<file path="src/rtl/imem_pkg.sv">
// rtl/imem_pkg.sv - shared state encoding and sizing constants for the instruction-memory loader
package imem_pkg;

  typedef enum logic [2:0] {
    ST_IDLE    = 3'd0,
    ST_COLLECT = 3'd1,
    ST_WRITE   = 3'd2,
    ST_DONE    = 3'd3,
    ST_ERROR   = 3'd4
  } state_e;

  localparam int WORD_BYTES = 4;
  localparam int MEM_SIZE   = 40;

endpackage

</file>
<file path="src/rtl/imem_byte_packer.sv">
// rtl/imem_byte_packer.sv - assembles four accepted bytes little-endian into one 32-bit word
module imem_byte_packer (
  input  logic        i_clk,
  input  logic        i_rst_n,
  input  logic        i_valid,
  input  logic        i_clear,
  input  logic [7:0]  i_byte,
  output logic        o_word_complete,
  output logic [31:0] o_word
);

  logic [1:0]  r_idx;
  logic [31:0] r_word;

  always_ff @(posedge i_clk) begin
    if (!i_rst_n || i_clear) begin
      r_idx  <= 2'd0;
      r_word <= 32'd0;
    end else if (i_valid) begin
      r_word[{r_idx, 3'b000} +: 8] <= i_byte;
      r_idx                        <= r_idx + 2'd1;
    end
  end

  // The word including the byte accepted this cycle, so the top can capture it on the 4th handshake.
  always_comb begin
    o_word = r_word;
    if (i_valid) begin
      o_word[{r_idx, 3'b000} +: 8] = i_byte;
    end
  end

  assign o_word_complete = i_valid && (r_idx == 2'd3);

endmodule

</file>
<file path="src/rtl/imem_loader.sv">
// rtl/imem_loader.sv - byte-stream loader into instruction memory; optional IMEM_LOADER_CHECKSUM_EN adds a word-sum checksum
module imem_loader
  import imem_pkg::*;
#(
  parameter int MemSize = MEM_SIZE,
  parameter int CountW  = 16
) (
  input  logic              CLK,
  input  logic              Reset_L,
  input  logic              Start,
  input  logic [63:0]       BaseAddress,
  input  logic [CountW-1:0] WordCount,
  input  logic [7:0]        ByteIn,
  input  logic              ByteValid,
  output logic              ByteReady,
  output logic              WrEnable,
  output logic [63:0]       WrAddress,
  output logic [31:0]       WrData,
  output logic              CpuHold,
  output logic              Done,
  output logic              Error,
  output logic [31:0]       Checksum
);

  localparam logic [64:0] MEM_BYTES = 65'(MemSize * WORD_BYTES);

  state_e            r_state;
  state_e            w_next;
  logic [63:0]       r_ptr;
  logic [CountW-1:0] r_remaining;
  logic [63:0]       r_wr_addr;
  logic [31:0]       r_wr_data;

  logic [64:0] w_end;
  logic        w_start_bad;
  logic        w_can_start;
  logic        w_launch;
  logic        w_accept;
  logic        w_word_complete;
  logic [31:0] w_word;

  // 65-bit end address so a huge BaseAddress cannot wrap below the memory size.
  assign w_end       = {1'b0, BaseAddress} + {{(63 - CountW){1'b0}}, WordCount, 2'b00};
  assign w_start_bad = (BaseAddress[1:0] != 2'b00) || (w_end > MEM_BYTES);
  assign w_can_start = (r_state == ST_IDLE) || (r_state == ST_ERROR);
  assign w_launch    = w_can_start && Start && !w_start_bad;
  assign w_accept    = ByteValid && ByteReady;

  imem_byte_packer u_packer (
    .i_clk           (CLK),
    .i_rst_n         (Reset_L),
    .i_valid         (w_accept),
    .i_clear         (w_launch),
    .i_byte          (ByteIn),
    .o_word_complete (w_word_complete),
    .o_word          (w_word)
  );

  always_comb begin
    w_next = r_state;
    case (r_state)
      ST_IDLE, ST_ERROR: begin
        if (Start) begin
          if (w_start_bad)           w_next = ST_ERROR;
          else if (WordCount == '0)  w_next = ST_DONE;
          else                       w_next = ST_COLLECT;
        end
      end
      ST_COLLECT: if (w_word_complete) w_next = ST_WRITE;
      ST_WRITE:   w_next = (r_remaining == CountW'(1)) ? ST_DONE : ST_COLLECT;
      ST_DONE:    w_next = ST_IDLE;
      default:    w_next = ST_IDLE;
    endcase
  end

  always_ff @(posedge CLK) begin
    if (!Reset_L) begin
      r_state     <= ST_IDLE;
      r_ptr       <= 64'd0;
      r_remaining <= '0;
      r_wr_addr   <= 64'd0;
      r_wr_data   <= 32'd0;
    end else begin
      r_state <= w_next;
      if (w_launch) begin
        r_ptr       <= BaseAddress;
        r_remaining <= WordCount;
      end
      if (r_state == ST_COLLECT && w_word_complete) begin
        r_wr_addr <= r_ptr;
        r_wr_data <= w_word;
      end
      if (r_state == ST_WRITE) begin
        r_ptr       <= r_ptr + 64'd4;
        r_remaining <= r_remaining - CountW'(1);
      end
    end
  end

  assign ByteReady = (r_state == ST_COLLECT);
  assign WrEnable  = (r_state == ST_WRITE);
  assign CpuHold   = (r_state == ST_COLLECT) || (r_state == ST_WRITE);
  assign Done      = (r_state == ST_DONE);
  assign Error     = (r_state == ST_ERROR);
  assign WrAddress = r_wr_addr;
  assign WrData    = r_wr_data;

`ifdef IMEM_LOADER_CHECKSUM_EN
  logic [31:0] r_sum;

  always_ff @(posedge CLK) begin
    if (!Reset_L)                 r_sum <= 32'd0;
    else if (w_launch)            r_sum <= 32'd0;
    else if (r_state == ST_WRITE) r_sum <= r_sum + r_wr_data;
  end

  assign Checksum = r_sum;
`else
  assign Checksum = 32'd0;
`endif

endmodule

</file>
<file path="config.mk">
export PLATFORM = sky130hd
export DESIGN_NAME = imem_loader
export DESIGN_NICKNAME = d
export VERILOG_FILES = /design/src/rtl/imem_pkg.sv /design/src/rtl/imem_byte_packer.sv /design/src/rtl/imem_loader.sv
export SDC_FILE = /design/constraint.sdc
export NUM_CORES = 1
export LEC_CHECK = 0
export ABC_AREA = 1
export CORE_MARGIN = 2
export CORE_UTILIZATION = 46
export CTS_BUF_LIST = sky130_fd_sc_hd__clkbuf_8
export DETAILED_ROUTE_END_ITERATION = 10
export MAX_ROUTING_LAYER = met4
export PLACE_DENSITY = 0.77
export SYNTH_ARGS = -nofsm -noshare
export SYNTH_HDL_FRONTEND = slang
export SYNTH_SLANG_ARGS = --single-unit
</file>
<file path="constraint.sdc">
create_clock -name CLK -period 4.7 [get_ports CLK]
set_input_delay 0.47 -clock CLK [delete_from_list [all_inputs] [get_ports CLK]]
set_output_delay 0.47 -clock CLK [all_outputs]
set_load 0.02 [all_outputs]
</file>
==> impl_metrics.json <==
{
  "setup.worst_path.class": "in -> reg",
  "fmax_mhz": 251,
  "setup_slack_ns": 0.710,
  "endpoint_kind": "flip-flop",
  "max-vdd-ir-drop_mv": 0.166,
  "syn2layout_area_growth_pct": 19.4,
  "cts_inserted_buffers": 31,
  "gr-total-overflow": 0,
  "cp_max_fo": 32,
  "grt_pass1_vias": 13565,
  "grt_pass1_wl_mm": 69.9,
  "crit_chain": "clkdlybuf4s50_1, ha_1, inv_1, fa_1, inv_1, nand3_1, nand3_1, nand2_1, nand2_1, nand2_1, nand2_1, nor2_1, nor2_1, nand2_1, nor2_1, nand3_1, nor2_1, nand3_1, nor2_2, nand3_2, nand2_2, nand2_1, a21oi_1",
  "status": "finished clean",
  "fillerInstances": 2886,
  "syn_area_um2": 13500,
  "drt_wl_total_mm": 44.0,
  "path_depth": 23,
  "cp_top_family": "simple AND/OR/NAND/NOR gates",
  "design.die.area_um2": 30700,
  "critPathLaunchType": "input pin",
  "drt_iter0_drc": 1319,
  "cts_sinks": 205,
  "grt_antenna_before_repair": 0,
  "slew_headroom_pct": 37.4,
  "drc_errors": 0,
  "syn_inst": 2179,
  "groute.usage.overall_pct": 28.8,
  "synth_flop_cell": "dfxtp_1",
  "dpl.hpwl_mm": 34.5,
  "hp-class": "in -> reg",
  "synth-edff-count": 0,
  "path_buf_inv": 3,
  "critPathMaxStageDelay_ns": 0.52,
  "ys_ff_latch": 205,
  "drt-pass1-iter-count": 5,
  "routabilityCongestion": 1.02,
  "place_inst": 2685,
  "wl_per_cell_um": 16.1,
  "r2r_cells": 10,
  "multiInputGateArea_um2": 7820,
  "clk_pin_slew_ns": 0.07,
  "slew_violations": 0,
  "arrival_ns": 4.51,
  "setup_tns_ns": 0,
  "root_buffer": "clkbuf_8",
  "synth_area_per_cell_um2": 6.18,
  "rsz0062_at_grt": "false",
  "p_per_area_nw_per_um2": 229,
  "vias": 14537,
  "required_ns": 5.22,
  "start_util_pct": 46.8,
  "htreeDepth": 1,
  "cts.path.max_buffers": 3,
  "cts-hold-fix-buffers": 0,
  "grt_max_degree": 103,
  "vias_per_cell": 5.31,
  "yosysSeqAreaShare_pct": 30.5,
  "seqCellArea_um2": 4100,
  "hold_depth": 3,
  "pre_cts_slack_ns": 0.140,
  "cts_tree": "yes",
  "postRouteAntennaNets": 0,
  "p_leak_nw": 6.59,
  "finalHoldViolCount": 0,
  "slowest_stage": "clkdlybuf4s50_1",
  "setup_viol": 0,
  "num_rows": 62,
  "finClkSkew_ns": 0.0281,
  "port_buffers": 192,
  "layout-drive-gt1-share_pct": 4.04,
  "die_w_um": 175,
  "synth_cell_types": 44,
  "cts_post_setup_buffers_inserted": 0,
  "mostFrequentLayoutCells": "nand2_1 (644), inv_1 (265), nor2_1 (206), dfxtp_1 (205), clkdlybuf4s50_1 (191)",
  "io_pins": 225,
  "min_period_over_period_pct": 84.9,
  "max_cap_viol_count": 0,
  "path_common_cell": "nand2_1",
  "clk_latency_ns": 0.59,
  "post_cts_resized": 0,
  "fin_nets": 2451,
  "worstMarginPinSlew_ns": 0.939,
  "diodes": 0,
  "core_um2": 28800,
  "synth_async_sr_flop_share_pct": 0,
  "min_period_ns": 3.99,
  "die_h_um": 175,
  "layout_commonest_cell": "nand2_1",
  "yosys_warnings": 0,
  "layout.cells.non_filler": 2737
}
cell usage after synthesis, types with 2 or more instances:
cell type  number  area share (%)
nor2_1        206             5.7
a21boi_0        2            0.11
nor4_1         21            0.98
o21ai_0        55             2.0
nor3_2          2            0.15
nand2_2         7            0.33
nand2_1       644              18
xnor2_1        13            0.85
inv_1         256             7.1
clkinv_1        5            0.14
dfxtp_1       205              30
nand4_1        41             1.9
nor3b_1         2            0.11
inv_2          12            0.33
nand3_2         6            0.45
nor3_1         82             3.0
o211ai_1       25             1.4
or2_0           2           0.093
a21oi_1       187             7.0
o21ai_1         5            0.19
buf_8           2            0.22
nand3_1       163             6.1
buf_6          10            0.84
buf_1           6            0.17
clkbuf_1       57             1.6
and2_1          2           0.093
xor2_1         69             4.5
ha_1           24             2.2
nand3b_1       12            0.67
nor2_2          8            0.37
buf_4          35             2.0
final timing paths:
path / endpoint / from / slack [ns]
max reg2reg: WrAddress[47] / r_state[0] / 1.64
max: r_ptr[12] / WordCount[0] / 0.71
min reg2reg: r_ptr[1] / r_ptr[1] / 0.44
min: WrData[6] / Reset_L / 0.44
final cells by class:
class / count / share of cell area (%)
repair buffers: 201 / 12.5
inverters: 273 / 6.41
multi-input cells: 1622 / 48.6
well taps: 384 / 2.99
clock buffers: 38 / 3.25
flip-flops and latches: 205 / 25.5
clock inverters: 14 / 0.708
state kept, by name, summed over array words and instances, names as in the netlist:
signal           count
WrAddress           64
WrData              32
r_ptr               64
r_remaining         16
r_state              3
u_packer.r_idx       2
u_packer.r_word     24
report_power, final:
group | internal, mW | switching (mW)
clock network | 0.833 | 0.680
logic | 0.157 | 0.281
registers | 1.74 | 0.000796
layer usage:
metal	GRT usage [%]	vias up	part of all wire, %
met5	-	-	0
met4	8.23	0	2.9
met3	3.35	79	6.8
met2	48.6	584	47
met1	36.3	6636	43
li1	-	7238	-
logic make-up after synthesis:
logic type | after synthesis | share of synthesized area (%)
simple gates | 1205 | 38.5
xor+xnor | 82 | 5.33
other cells | 1 | 0.0278
buf+inv | 383 | 12.4
fa+ha+maj | 25 | 2.38
compound gates | 278 | 10.9
flops | 205 | 30.5
through the flow:
stage | instance area [µm²] | util [%] | hold WS [ns] | power [mW]
after global routing | 16100 | 55.9 | 0.459 | 3.84
after floorplan | 13600 | - | 0.417 | 2.04
after CTS | 16100 | 55.9 | 0.439 | 3.70
final | 16100 | 55.9 | 0.440 | 3.69
after detailed placement | 15400 | 53.6 | 0.430 | 2.21
after global placement | 15400 | 53.6 | 0.429 | 2.21
tightest hold or removal path: stages:
cell and delay [ns]:
buf_2 0.29, o211ai_1 0.18, inv_1 0.04
No activity file was read; power rests on OpenSTA's default activity.
==> patch 1: new RTL, config.mk and constraints unchanged <==
Set the parameter `CountW` to 15 (it was 16).
--- a/src/rtl/imem_loader.sv
+++ b/src/rtl/imem_loader.sv
@@ -3,7 +3,7 @@
   import imem_pkg::*;
 #(
   parameter int MemSize = MEM_SIZE,
-  parameter int CountW  = 16
+  parameter int CountW  = 15
 ) (
   input  logic              CLK,
   input  logic              Reset_L,
Interface: changed (resized WordCount); port bits go from 225 to 224. The function was not compared with the original's and may differ.
==> patch 1 against the unedited design <==
Total power rose by 4.3%. Sequential cell count decreased by 1. Routed wire length up 3.1%. Count of clock-buffer cells in the layout up 4. Clock power rose by 11%. Synthesized cell count down 0.28%. Combinational power shrank 0.9%. Synthesized area down 1.4%. Via count shrank 0.74%. Final cell count is 0.11% higher. Critical path depth fell by 1. Worst setup slack better by 0.16 ns. Global-route usage rose by 1.1 points. Design area is essentially flat. Critical path type unchanged. Critical endpoint is now u_packer.r_word[5]. Largest power group unchanged.
==> patch 1: results (changes against the unedited design) <==
Parameter                              Value

Outcome
  Status    finished clean

Placement
  HPWL after detailed placement    35550 um (+3.0%)
  Placed inst area    15340 sq um (-0.66%)
  Final weighted congestion in routability-driven placement    0.9904 (-2.5%)
  Port buffer count    191 (-0.52%)
  DP Cell Count    2684 (-0.037%)
  Worst slack after detailed placement    0.3161 ns (+0.1765 ns)

Critical path
  Highest net fanout along the worst path    28 (-13%)
  CP Capture Point    u_packer.r_word[5]
  Length in cells of the worst reg-to-reg path    9 (-1)
  R2r setup slk    1.94 ns (+0.30 ns)
  Family of cells with the greatest summed delay on the critical path    simple AND/OR/NAND/NOR gates
  Signal arrival time at the worst endpoint    4.29 ns (-0.22 ns)
  Endpoint of the most critical register-to-register path    WrAddress[25]
  Startpoint of the worst-slack reg-to-reg timing path    r_state[0]

Clocking
  Maximum level of the CTS H-tree    1 (unchanged)
  Maximum clock insertion buffer count    3 (unchanged)
  Clock latency of the later-clocked register in the worst-skew pair    0.58 ns

Min path
  Hold Path Depth    2 (-1)
  Worst Hold Class    reg -> reg
  Origin of the worst min-delay path    r_ptr[1]

STA
  Actual slew at the worst max-slew pin    0.9595 ns (+0.02012 ns)
  Final-layout worst hold slack    0.4456 ns (+0.005181 ns)
  Worst clock skew    0.01843 ns (-0.009676 ns)
  Worst Slack Setup Final    0.8696 ns (+0.1591 ns)

Pwr
  IR Drop Worst-Case VDD    0.0001899 V (+15%)
  Leak Pwr    6.570 nW (-0.28%)

GRT
  Global-route usage over all layers    0.2993 (+0.01125)
  First-pass GRT wire length    71270 um (+1.9%)
  Maximum number of pins on one net before global-route repair    104 (+0.97%)
  Number of global-route vias before repair    13530 (-0.25%)

Synth
  Sequential-to-total area share from yosys stat    0.3075 (+0.002713)
  Largest cells by area after synthesis    sky130_fd_sc_hd__dfxtp_1 31%, sky130_fd_sc_hd__nand2_1 18%, sky130_fd_sc_hd__inv_1 7.3%
  Top cells by instance count after synthesis    652 x sky130_fd_sc_hd__nand2_1, 260 x sky130_fd_sc_hd__inv_1, 209 x sky130_fd_sc_hd__nor2_1
  Number of standard cells after synthesis    2173 (-0.28%)
  Number of distinct library cell variants in the gate-level netlist after synthesis    38 (-14%)

Routing
  Number of DRC markers in iteration 0    1100 (-17%)
  Average vias per placed instance    5.266 (-0.84%)
  Aggregate routed wire length    45390 um (+3.1%)
  Iteration count of the initial detailed-routing pass    5 (unchanged)

Floorplan
  Core Region    28550 sq um (-0.81%)

Final layout
  Fraction of layout instances using a drive strength above 1    0.03947 (-0.0009003)
  Final #Nets    2448 (-0.12%)
  Final standard cell count with taps included and fillers excluded    2740 (+0.11%)
==> patch 1: changes by cell type in the layout (fill, tap and decap cells not counted), moves of 4 or more <==
cell                       change
sky130_fd_sc_hd__nand2_1       +8
sky130_fd_sc_hd__nand3_1      +10
sky130_fd_sc_hd__a21oi_1       -7
sky130_fd_sc_hd__clkbuf_8      +4
sky130_fd_sc_hd__nand3b_1      -4
sky130_fd_sc_hd__nand3_2       -5
sky130_fd_sc_hd__o21ai_0      +13
sky130_fd_sc_hd__buf_4         +4
==> patch 1: layer usage <==
metal / track usage / routed length, um
met5: - / 0
met1: 0.3725 / 19680
met3: 0.02997 / 2554
met4: 0.09664 / 1389
met2: 0.5106 / 21770
==> patch 1: final cells by class <==
class	count	area, sq um
clock buffers	42	578.1
clock inverters	14	151.4
fillers	2939	12480
inverters	269	1012
multi-input cells	1623	7731
flip-flops and latches	204	4084
well taps	384	480.5
repair buffers	204	2029
==> patch 1: worst min path at each step <==
stage	to
floorplan	r_ptr[0]
global placement	r_ptr[0]
detailed placement	r_ptr[1]
CTS	r_ptr[1]
global route	r_ptr[1]
finish	r_ptr[1]
==> patch 1: cell families after synthesis <==
kind of cell | synth area share
AO/OA/AOI/OAI | 0.1096
XOR/XNOR | 0.05341
adder cells (fa/ha/maj) | 0.02318
buffers and inverters | 0.1195
flip-flops | 0.3075
other | 0.0002823
AND/OR/NAND/NOR | 0.3865
==> patch 1: power by group <==
group | switching [mW] | leakage (nW) | total [mW] | internal [mW]
clock network | 0.718 | 0.388 | 1.68 | 0.965
registers | 0.000793 | 1.64 | 1.73 | 1.73
logic | 0.280 | 4.54 | 0.434 | 0.154
==> patch 2: new RTL, config.mk and constraints unchanged <==
Made on the original files. Put a register stage on the output `Error`, cleared by the reset. The value now appears one clock later. The other outputs are not delayed to match.
--- a/src/rtl/imem_loader.sv
+++ b/src/rtl/imem_loader.sv
@@ -101,7 +101,13 @@
   assign WrEnable  = (r_state == ST_WRITE);
   assign CpuHold   = (r_state == ST_COLLECT) || (r_state == ST_WRITE);
   assign Done      = (r_state == ST_DONE);
-  assign Error     = (r_state == ST_ERROR);
+  always_ff @(posedge CLK) begin
+    if (!Reset_L) begin
+      Error <= '0;
+    end else begin
+      Error <= (r_state == ST_ERROR);
+    end
+  end
   assign WrAddress = r_wr_addr;
   assign WrData    = r_wr_data;
 
Function: changed (a bounded check fails within 4 cycles, from zero or initial values and one cycle with Reset_L low).
==> patch 2 against the unedited design <==
Routed wire length is 3.5% higher. Largest cell class unchanged. Worst setup slack better by 0.20 ns. Total power is 2.0% higher. Synthesized area is 0.66% higher. Largest power group unchanged. Sequential cell count is 1 higher. Design area is 0.86% higher. Clock skew hardly changed.
==> patch 2: results (changes against the unedited design) <==
Parameter                              Value

Synth
  Dominant synthesized flop cell    sky130_fd_sc_hd__dfxtp_1
  Share of flip-flops with an asynchronous set or reset after synthesis    0 (unchanged)
  Largest cells by area after synthesis    sky130_fd_sc_hd__dfxtp_1 30%, sky130_fd_sc_hd__nand2_1 19%, sky130_fd_sc_hd__inv_1 7.1%
  Average size of a mapped cell    6.125 sq um (-0.89%)
  Number of warnings reported in the yosys synthesis log    0 (unchanged)
  Sequential-to-total area share from yosys stat    0.3043 (-0.0005205)
  Number of distinct library cell variants in the gate-level netlist after synthesis    41 (-6.8%)
  Top cells by instance count after synthesis    669 x sky130_fd_sc_hd__nand2_1, 255 x sky130_fd_sc_hd__inv_1, 224 x sky130_fd_sc_hd__nor2_1

Critical path
  Startpoint of the worst-slack reg-to-reg timing path    r_ptr[2]
  Start point of the critical path    WordCount[0]
  Signal arrival time at the worst endpoint    4.12 ns (-0.39 ns)
  Highest net fanout along the worst path    32 (unchanged)
  Startpoint type of the worst setup path    input port

Clocking
  Setup repair bufs after CTS    0 (unchanged)
  Maximum clock insertion buffer count    3 (unchanged)
  Clock slew at the register clock pins of the worst setup and hold paths    0.06 ns
  Cell at the root of the clock tree    sky130_fd_sc_hd__clkbuf_8
  Resized cells post-CTS    0 (unchanged)
  Clock buffer count from CTS    34 (+9.7%)
  Maximum level of the CTS H-tree    2 (+1)
  Clock latency of the later-clocked register in the worst-skew pair    0.52 ns (-0.07 ns)

Pwr
  Leak Pwr    6.641 nW (+0.80%)
  Post-layout power    3.765 mW (+2.0%)
  IR Drop Worst-Case VDD    0.0001343 V (-19%)

Routing
  Final routed wire length divided by cell count    16.40 um (+1.9%)
  Number of DRC markers in iteration 0    1292 (-2.0%)
  Total via count after detailed routing    14860 (+2.2%)
  Iteration count of the initial detailed-routing pass    7 (+2)
  Final antenna-violating net count    0 (unchanged)
  Average vias per placed instance    5.346 (+0.66%)

Placement
  HPWL after detailed placement    35760 um (+3.6%)
  Port buffer count    192 (unchanged)
  Final weighted congestion in routability-driven placement    1.013 (-0.28%)
  DP Cell Count    2721 (+1.3%)
  Placed inst area    15540 sq um (+0.65%)
  Worst slack after detailed placement    0.3922 ns (+0.2526 ns)

GRT
  Maximum number of pins on one net before global-route repair    111 (+7.8%)
  Global-route usage over all layers    0.2955 (+0.007445)
  First-pass GRT wire length    71610 um (+2.4%)
  Number of global-route vias before repair    13730 (+1.2%)
  Initial antenna violation count    0 (unchanged)

Final layout
  Final #Nets    2490 (+1.6%)
  Antenna diode count    0 (unchanged)
  Fraction of layout instances using a drive strength above 1    0.04092 (+0.0005446)

Outcome
  Status    finished clean

Min path
  Origin of the worst min-delay path    r_ptr[0]
  Worst Hold Class    reg -> reg

STA
  Worst slew margin relative to its limit    0.1990 (-0.1747)
  Worst clock skew    0.02783 ns (-0.0002701 ns)
==> patch 2: cell types whose count changed after synthesis, sizes merged, moves of 7 or more <==
cell and change:
nand2 +22, nand3 +18, nor2 +16, inv -8, nor4 -8, xor2 -8
o21ai -7
==> patch 2: path summary, 6_finish.rpt <==
kind	to	cells after the start	slack, ns
worst max-delay path	r_ptr[46]	23	0.91
worst min-delay path	r_ptr[0]	2	0.45
worst max register to register	r_ptr[57]	12	1.68
worst min register to register	r_ptr[0]	2	0.45
==> patch 2: area by class of cell <==
cell class,instances,area [sq um]
Fill cell,2895,12640
Multi-Input combinational cell,1664,7933
Sequential cell,206,4124
Timing Repair Buffer,205,2014
Inverter,262,988.4
Clock buffer,42,578.1
Tap cell,384,480.5
Clock inverter,16,97.59
==> patch 2: logic make-up after synthesis <==
family	count (synthesis)	share of synthesized area
DFF	206	0.3043
adders and majority gates	25	0.02363
AOI/OAI and AO/OA	267	0.1040
xor gates and xnor gates	79	0.05105
buffers and inverters	374	0.1195
and+or+nand+nor	1261	0.3973
other	1	0.0002767
==> patch 2: worst max-delay path: stages <==
cell,delay [ns]
sky130_fd_sc_hd__clkdlybuf4s50_1,0.51
sky130_fd_sc_hd__ha_1,0.19
sky130_fd_sc_hd__inv_1,0.07
sky130_fd_sc_hd__fa_1,0.40
sky130_fd_sc_hd__inv_1,0.12
sky130_fd_sc_hd__nand3_1,0.07
sky130_fd_sc_hd__nand2_1,0.14
sky130_fd_sc_hd__nand3_1,0.12
sky130_fd_sc_hd__nand3_1,0.22
sky130_fd_sc_hd__nand2_1,0.08
sky130_fd_sc_hd__nand2_1,0.14
sky130_fd_sc_hd__nand2_1,0.07
sky130_fd_sc_hd__nand2_1,0.06
sky130_fd_sc_hd__nand2_1,0.07
sky130_fd_sc_hd__a21oi_1,0.12
sky130_fd_sc_hd__nand2_1,0.06
sky130_fd_sc_hd__nor2_1,0.11
sky130_fd_sc_hd__nand2_1,0.08
sky130_fd_sc_hd__nor2_2,0.26
sky130_fd_sc_hd__nand3_2,0.21
sky130_fd_sc_hd__buf_4,0.30
sky130_fd_sc_hd__nand3_1,0.12
sky130_fd_sc_hd__a21oi_1,0.09
==> patch 2: report_power, final <==
| group | internal, mW | switching [mW] | leakage [nW] |
|---|---|---|---|
| Sequential | 1.75 | 0.000895 | 1.66 |
| Combinational | 0.156 | 0.289 | 4.60 |
| Clock | 0.860 | 0.712 | 0.381 |
==> patch 2: per-layer routing <==
metal	GRT usage	share of wire	wire length (um)
met3	0.03766	0.071	3234
met2	0.4926	0.47	21410
met4	0.08058	0.025	1132
met5	-	0	0
met1	0.3779	0.43	19800
